`src/rtl/level_control_rr.sv`:
```
// Per-level search controller: gated start, pattern register load, search-unit
// launch, and round-robin arbitration of unit writes onto one result queue.
module level_control_rr #(
    parameter int unsigned LEVEL_ID = 0,
    parameter int unsigned LEVEL_W  = 3,
    parameter int unsigned NUM_SU   = 16,
    parameter int unsigned SEL_W    = 4,
    parameter int unsigned DATA_W   = 64,
    parameter int unsigned REG_CNT  = 4,
    parameter int unsigned CNT_W    = 16
) (
    input  logic               clk,
    input  logic               rst,
    input  logic               stop,
    input  logic               startLC,
    input  logic [LEVEL_W-1:0] levels,
    input  logic [DATA_W-1:0]  dataToLC,
    output logic [REG_CNT-1:0] regEn,
    output logic [DATA_W-1:0]  dataToReg,
    output logic               startSU,
    output logic               stopSU,
    input  logic [NUM_SU-1:0]  writeReq,
    input  logic               Qfull,
    output logic               enableQ,
    output logic [SEL_W:0]     writeQen,
    output logic               incrPC,
    output logic [NUM_SU-1:0]  writeSucceeded,
    output logic               busy,
    output logic [CNT_W-1:0]   writeCount
);

    localparam int unsigned IDX_W = (REG_CNT > 1) ? $clog2(REG_CNT) : 1;

    typedef enum logic [2:0] {
        IDLE,
        LOAD,
        LAUNCH,
        RUN,
        HALT
    } state_t;

    state_t             state;
    state_t             state_next;
    logic [IDX_W-1:0]   load_idx;
    logic [SEL_W-1:0]   ptr;
    logic               cand_found;
    logic [SEL_W-1:0]   cand_idx;
    logic               grant_valid;
    logic [SEL_W-1:0]   grant_idx;

    // Rotating priority scan: first requester at or after ptr, wrapping.
    always_comb begin
        cand_found = 1'b0;
        cand_idx   = '0;
        for (int unsigned off = 0; off < NUM_SU; off++) begin
            int unsigned pos;
            pos = 32'(ptr) + off;
            if (pos >= NUM_SU) begin
                pos = pos - NUM_SU;
            end
            if (!cand_found && writeReq[SEL_W'(pos)]) begin
                cand_found = 1'b1;
                cand_idx   = SEL_W'(pos);
            end
        end
    end

    always_comb begin
        state_next     = state;
        regEn          = '0;
        dataToReg      = '0;
        startSU        = 1'b0;
        stopSU         = 1'b0;
        enableQ        = 1'b0;
        writeQen       = '0;
        writeSucceeded = '0;
        grant_valid    = 1'b0;
        grant_idx      = '0;
        case (state)
            IDLE: begin
                if (startLC && (levels == LEVEL_W'(LEVEL_ID)) && !stop) begin
                    state_next = LOAD;
                end
            end
            LOAD: begin
                regEn     = REG_CNT'(1) << load_idx;
                dataToReg = dataToLC;
                if (stop) begin
                    state_next = HALT;
                end else if (load_idx == IDX_W'(REG_CNT - 1)) begin
                    state_next = LAUNCH;
                end
            end
            LAUNCH: begin
                startSU    = 1'b1;
                state_next = stop ? HALT : RUN;
            end
            RUN: begin
                if (stop) begin
                    state_next = HALT;
                end else if (cand_found && !Qfull) begin
                    grant_valid    = 1'b1;
                    grant_idx      = cand_idx;
                    enableQ        = 1'b1;
                    writeQen       = {1'b1, cand_idx};
                    writeSucceeded = NUM_SU'(1) << cand_idx;
                end
            end
            HALT: begin
                stopSU     = 1'b1;
                state_next = IDLE;
            end
            default: state_next = IDLE;
        endcase
    end

    assign incrPC = enableQ;
    assign busy   = (state != IDLE);

    always_ff @(posedge clk) begin
        if (rst) begin
            state      <= IDLE;
            load_idx   <= '0;
            ptr        <= '0;
            writeCount <= '0;
        end else begin
            state <= state_next;
            if (state == IDLE && state_next == LOAD) begin
                load_idx   <= '0;
                writeCount <= '0;
            end else if (state == LOAD && state_next == LOAD) begin
                load_idx <= load_idx + IDX_W'(1);
            end
            if (grant_valid) begin
                ptr <= (grant_idx == SEL_W'(NUM_SU - 1)) ? '0 : grant_idx + SEL_W'(1);
                if (writeCount != '1) begin
                    writeCount <= writeCount + CNT_W'(1);
                end
            end
        end
    end

endmodule

```
`config.mk`:
```
export PLATFORM = sky130hd
export DESIGN_NAME = level_control_rr
export DESIGN_NICKNAME = d
export VERILOG_FILES = /design/src/rtl/level_control_rr.sv
export SDC_FILE = /design/constraint.sdc
export NUM_CORES = 1
export LEC_CHECK = 0
export ABC_AREA = 1
export BUFFER_PORTS_ARGS = -buffer_cell sky130_fd_sc_hd__clkbuf_2
export CAP_MARGIN = 0
export CORE_ASPECT_RATIO = 2
export CORE_MARGIN = 5
export CORE_UTILIZATION = 51
export DETAILED_ROUTE_END_ITERATION = 8
export PLACE_DENSITY = 0.88
export RECOVER_POWER = 25
export SLEW_MARGIN = 20
export SYNTH_ARGS = -nofsm -noshare
export SYNTH_HDL_FRONTEND = slang
export SYNTH_SLANG_ARGS = --single-unit
```
`constraint.sdc`:
```
create_clock -name clk -period 8.3 [get_ports clk]
set_clock_uncertainty 0.2 [all_clocks]
set_input_delay 0.83 -clock clk [delete_from_list [all_inputs] [get_ports clk]]
set_output_delay 0.83 -clock clk [all_outputs]
set_load 0.02 [all_outputs]
```
== Word-level counts from Yosys, hierarchy flattened ==
Cells that the tools add are included.

* Register bits after elaboration: 25
* Bits of input ports: 88
* Word-level logic and storage cells: 227

* Add/subtract/negate cells: 34
* Order comparisons: 32
* Equal/unequal tests: 8
* Shift operators: 2
* Multiplexer cells: 106
* Reductions and logical operators: 41

{| class="wikitable"
|+ Operators by type and width
! operator !! count
|-
| $mux 4 || 37
|-
| $mux 16 || 6
|-
| $lt 4x5->1 const B || 16
|-
| $ge 5x5->1 const B || 15
|-
| $bmux 1 s4 || 16
|-
| $mux 64 || 1
|-
| $sub 4x1->4 const B || 16
|-
| $add 4x4->5 const B || 8
|-
| $mux 1 || 37
|-
| $add 4x3->5 const B || 4
|-
| $logic_and 1x1->1 || 20
|-
| $logic_not 1->1 || 17
|-
| $add 16x1->16 const B || 1
|-
| $ne 16x16->1 const B || 1
|-
| $shl 1x4->16 const A || 1
|-
| $mux 3 || 5
|-
| $mux 5 || 3
|-
| $pmux 3 s4 || 1
|-
| $add 4x2->5 const B || 2
|-
| $eq 3x1->1 const B || 2
|-
| $eq 3x2->1 const B || 2
|-
| $logic_not 3->1 || 2
|-
| $add 4x1->5 const B || 1
|-
| $ge 4x5->1 const B || 1
|-
| other kinds (8) || 8
|}

== Longest topological paths before layout ==
* Depth after elaboration: 56
* Gate-level depth with buffers: 30
* Gate-level depth less buffers: 29

== Least setup slack after synthesis ==
OpenSTA, ideal clock, no wires.

* Path type: register -> output
* Start: register ptr[1]
* End: output writeSucceeded[7]
* Data arrival time: 3.590 ns
* Slack: 3.680 ns
* Stages on the path, launching flop included: 26
* Path buffers: 2
* Cells stage by stage: dfxtp_1 -> inv_1 -> buf_2 -> ha_1 -> inv_1 -> buf_2 -> nand3_1 -> nand3_1 -> nand2_1 -> nand2_1 -> nand2_1 -> nor2_4 -> nand4_4 -> nor2_8 -> nand4_4 -> nor2_4 -> nand4_4 -> nor2_4 -> nand3_2 -> clkinv_1 -> nand2_1 -> nand3_2 -> nand2_4 -> clkinv_2 -> nand2_2 -> nor2_1

* Longest elaborated chain between the ends: 54
* Elaborated cells on any way between the ends: 162
* Those cells by class: 31 x add/sub; 16 x order compare; 1 x shift; 83 x mux; 31 x reduce/logical

{| class="wikitable"
|+ Ends and longest elaborated chain
! element !! RTL line !! source
|-
| from (decl) || 45 || <nowiki>logic [SEL_W-1:0] ptr;</nowiki>
|-
| from (signal assigned) || 135 || <nowiki>ptr <= (grant_idx == SEL_W'(NUM_SU - 1)) ? '0 : grant_idx + SEL_W'(1);</nowiki>
|-
| branches (longest 51 deep; another with $add 4x1->5) || n/a ||
|-
| $mux 16 * || 101 || <nowiki>end else if (cand_found && !Qfull) begin</nowiki>
|-
| $mux 16 * || 99 || <nowiki>if (stop) begin</nowiki>
|-
| $mux 16 * || 79 || <nowiki>case (state)</nowiki>
|-
| to (decl) || 27 || <nowiki>output logic [NUM_SU-1:0] writeSucceeded,</nowiki>
|}

Mark *: on every way between the ends. The select of a mux whose other input is x is not followed.

== Final worst setup path ==
* Start: register ptr[1]
* End: output writeSucceeded[3]

Same word-level chain as after synthesis.

==> reports/results.txt <==
most frequent cells in the layout - clkbuf_2, nand2_1, inv_1
Die X - 72.3 um
EDFF count, synth - 0
Synth warnings - 0
Synth Net Count - 853
GRT Util Overall - 0.323
global route overflow - 0
H-Tree Depth - 1
Avg Cell Area, Syn - 5.27 um^2
Clock Sink Count - 25
TritonRoute pass-1 iters - 8
P_leak - 2.94 nW
Fin Hold WS - 0.313 ns
I/O Pins - 198
Mapped Area - 3960 um^2
Routed WL - 15.9 mm
initial antenna violation count - 0
largest area contributor in the netlist - nand2_1
Post-route DRC - 0
post-CTS resize count - 0
cell area power density - 64.5 nW/um^2
initial drt markers - 473
relative slew slack - -0.245
max_cap viols - 1
critical path endpoint category - output port
TritonCTS Buffers - 3
DR vias/cell - 5.36
Netlist cell types - 45
#FFs+latches synth - 25
share of post-route cells with drive strength above 1 - 0.220
Setup violations, final - 0
Worst Setup Start Kind - register
largest net degree at the start of global routing - 70
Max clock buf depth - 2
crit path kind - reg2out
crit path DAT - 5.52 ns
CORE AREA - 7600 um^2
Slowest-stage cell, CP - dfxtp_1
Fillers - 772
critical path's largest stage delay - 0.75 ns
Top cell by count, worst path - nand2_1
total die area - 9740 um^2
Max Freq - 153 MHz
antenna-violating nets left - 0
routed wire length per instance - 15.5 um
Die Ht - 135 um
worst min path class - reg2reg
PortBufs - 197
Area Overhead vs Synth - 25.6%
critical path, cell by cell - inv_1 > ha_1 > inv_1 > nand3_1 > nand3_1 > nand2_1 > nand2_1 > nand2_1 > nor2_4 > nand4_4 > nor2_8 > nand4_4 > nor2_4 > nand4_4 > nor2_4 > nand3_1 > nand2_2 > inv_2 > nand2_1 > nor2_1 > clkbuf_2
Final period util - 0.789
share of the synthesized area in the top cell type - 0.158
routability cong. - 1.02
Final Net Count - 1,031
global-route wire length before repair - 25.1 mm
starting density of the core - 0.521
cts hold-fix bufs - 0
Tmin final - 6.55 ns
CTS tree - done
setup slack after layout - 1.75 ns
sequential fraction of the synthesis area - 0.126
Main synth FF type - dfxtp_1
Detail Placement HPWL - 13.3 mm
Setup WS pre-CTS - 2.15 ns
RSZ-0062 raised after global routing - false
# rows - 45
setup TNS - 0 ns
Hold Fails Final Rpt - 0
antenna fix cells - 0
vias in the first global route - 5,508
max-slew violations - 70
CP required - 7.27 ns
total power - 321 uW
Synth Instances - 752
CP max FO - 21
root buffer cell - clkbuf_16
status - complete, but fails checks
Post-CTS Setup Bufs - 0
Clk Latency, worst-skew pair - 0.27 ns
commonest non-fill, non-tap cell in the layout - clkbuf_2
failing checks - capacitance limit, slew limit
routed vias - 5,485
ys async rst share - 0
Synth area leaders - nand2_1, nand3_1, inv_1
Peak VDD IR - 102 uV
CTS clk-pin slew, worst paths - 0.06 ns
Slew @ Worst Pin - 1.87 ns
-- sequential cells by signal, indices dropped and copies added (netlist names) --
signal / cells
writeCount: 16
ptr: 4
state: 3
load_idx: 2
-- cells in the mapped netlist (2+ instances only) --
cell / count
buf_6: 3
nand3_1: 120
clkinv_1: 2
xor2_1: 10
ha_1: 13
nand4_4: 3
buf_1: 2
xnor2_1: 3
dfxtp_1: 25
nand4_1: 12
buf_2: 8
o21a_1: 4
nand3_2: 3
o31ai_1: 2
clkbuf_1: 9
o21ai_0: 15
nor2_1: 132
a211oi_1: 7
nand2_1: 167
buf_4: 2
nor4_1: 6
nor2_4: 4
a21oi_1: 21
nor3_1: 9
nand2_2: 8
inv_2: 7
inv_1: 137
-- metrics by stage --
step	utilization	instance area, um^2	std cells
finish	0.655	4980	1023
CTS	0.660	5020	1023
floorplan	-	3960	752
detailed placement	0.650	4940	1019
global route	0.655	4980	1023
global placement	0.650	4940	1019
-- cell families after synthesis --
| logic type | synth area share |
|---|---|
| multiplexers | 0.00253 |
| AO/OA/AOI/OAI | 0.0878 |
| AND/OR/NAND/NOR | 0.537 |
| flip-flops | 0.126 |
| adder cells (fa/ha/maj) | 0.0410 |
| buffers and inverters | 0.172 |
| XOR/XNOR | 0.0328 |
-- layer usage --
layer	routed length [um]	GRT usage	up-vias
met3	1490	0.103	78
met5	0	0	-
li1	-	-	2713
met4	961	0.207	0
met1	5130	0.298	2397
met2	8300	0.586	297
-- area by class of cell --
type                       instances  area [um^2]  share of cell area
timing repair buffer             197          950               0.191
clock buffer                       4         78.8              0.0158
inverter                         147          553               0.111
tap                               94          118              0.0236
sequential                        25          500               0.101
multi-input combinational        556         2780               0.558
-- power breakdown --
group          switching (mW)  internal (mW)
Sequential           0.000119          0.120
Combinational          0.0566         0.0320
Clock                  0.0465         0.0659
Total                   0.103          0.218
-- worst paths after layout --
check / to / slack [ns] / startpoint / cells after the start
setup / recovery: writeSucceeded[3] / 1.75 / ptr[1]$_SDFFE_PP0N_ / 21
hold / removal: writeCount[3]$_SDFF_PP0_ / 0.31 / writeCount[3]$_SDFF_PP0_ / 2
hold reg to reg: writeCount[3]$_SDFF_PP0_ / 0.31 / writeCount[3]$_SDFF_PP0_ / 2
setup reg to reg: ptr[0]$_SDFFE_PP0N_ / 2.70 / ptr[1]$_SDFFE_PP0N_ / 25
-- worst max-delay path: cells and delay by family, from the launching register on --
family / cells / cell delay [ns]
adder cells (fa/ha/maj): 1 / 0.59
flip-flops: 1 / 0.75
buffers and inverters: 4 / 1.31
AND/OR/NAND/NOR: 16 / 2.59
(Power assumes the default switching activity.)
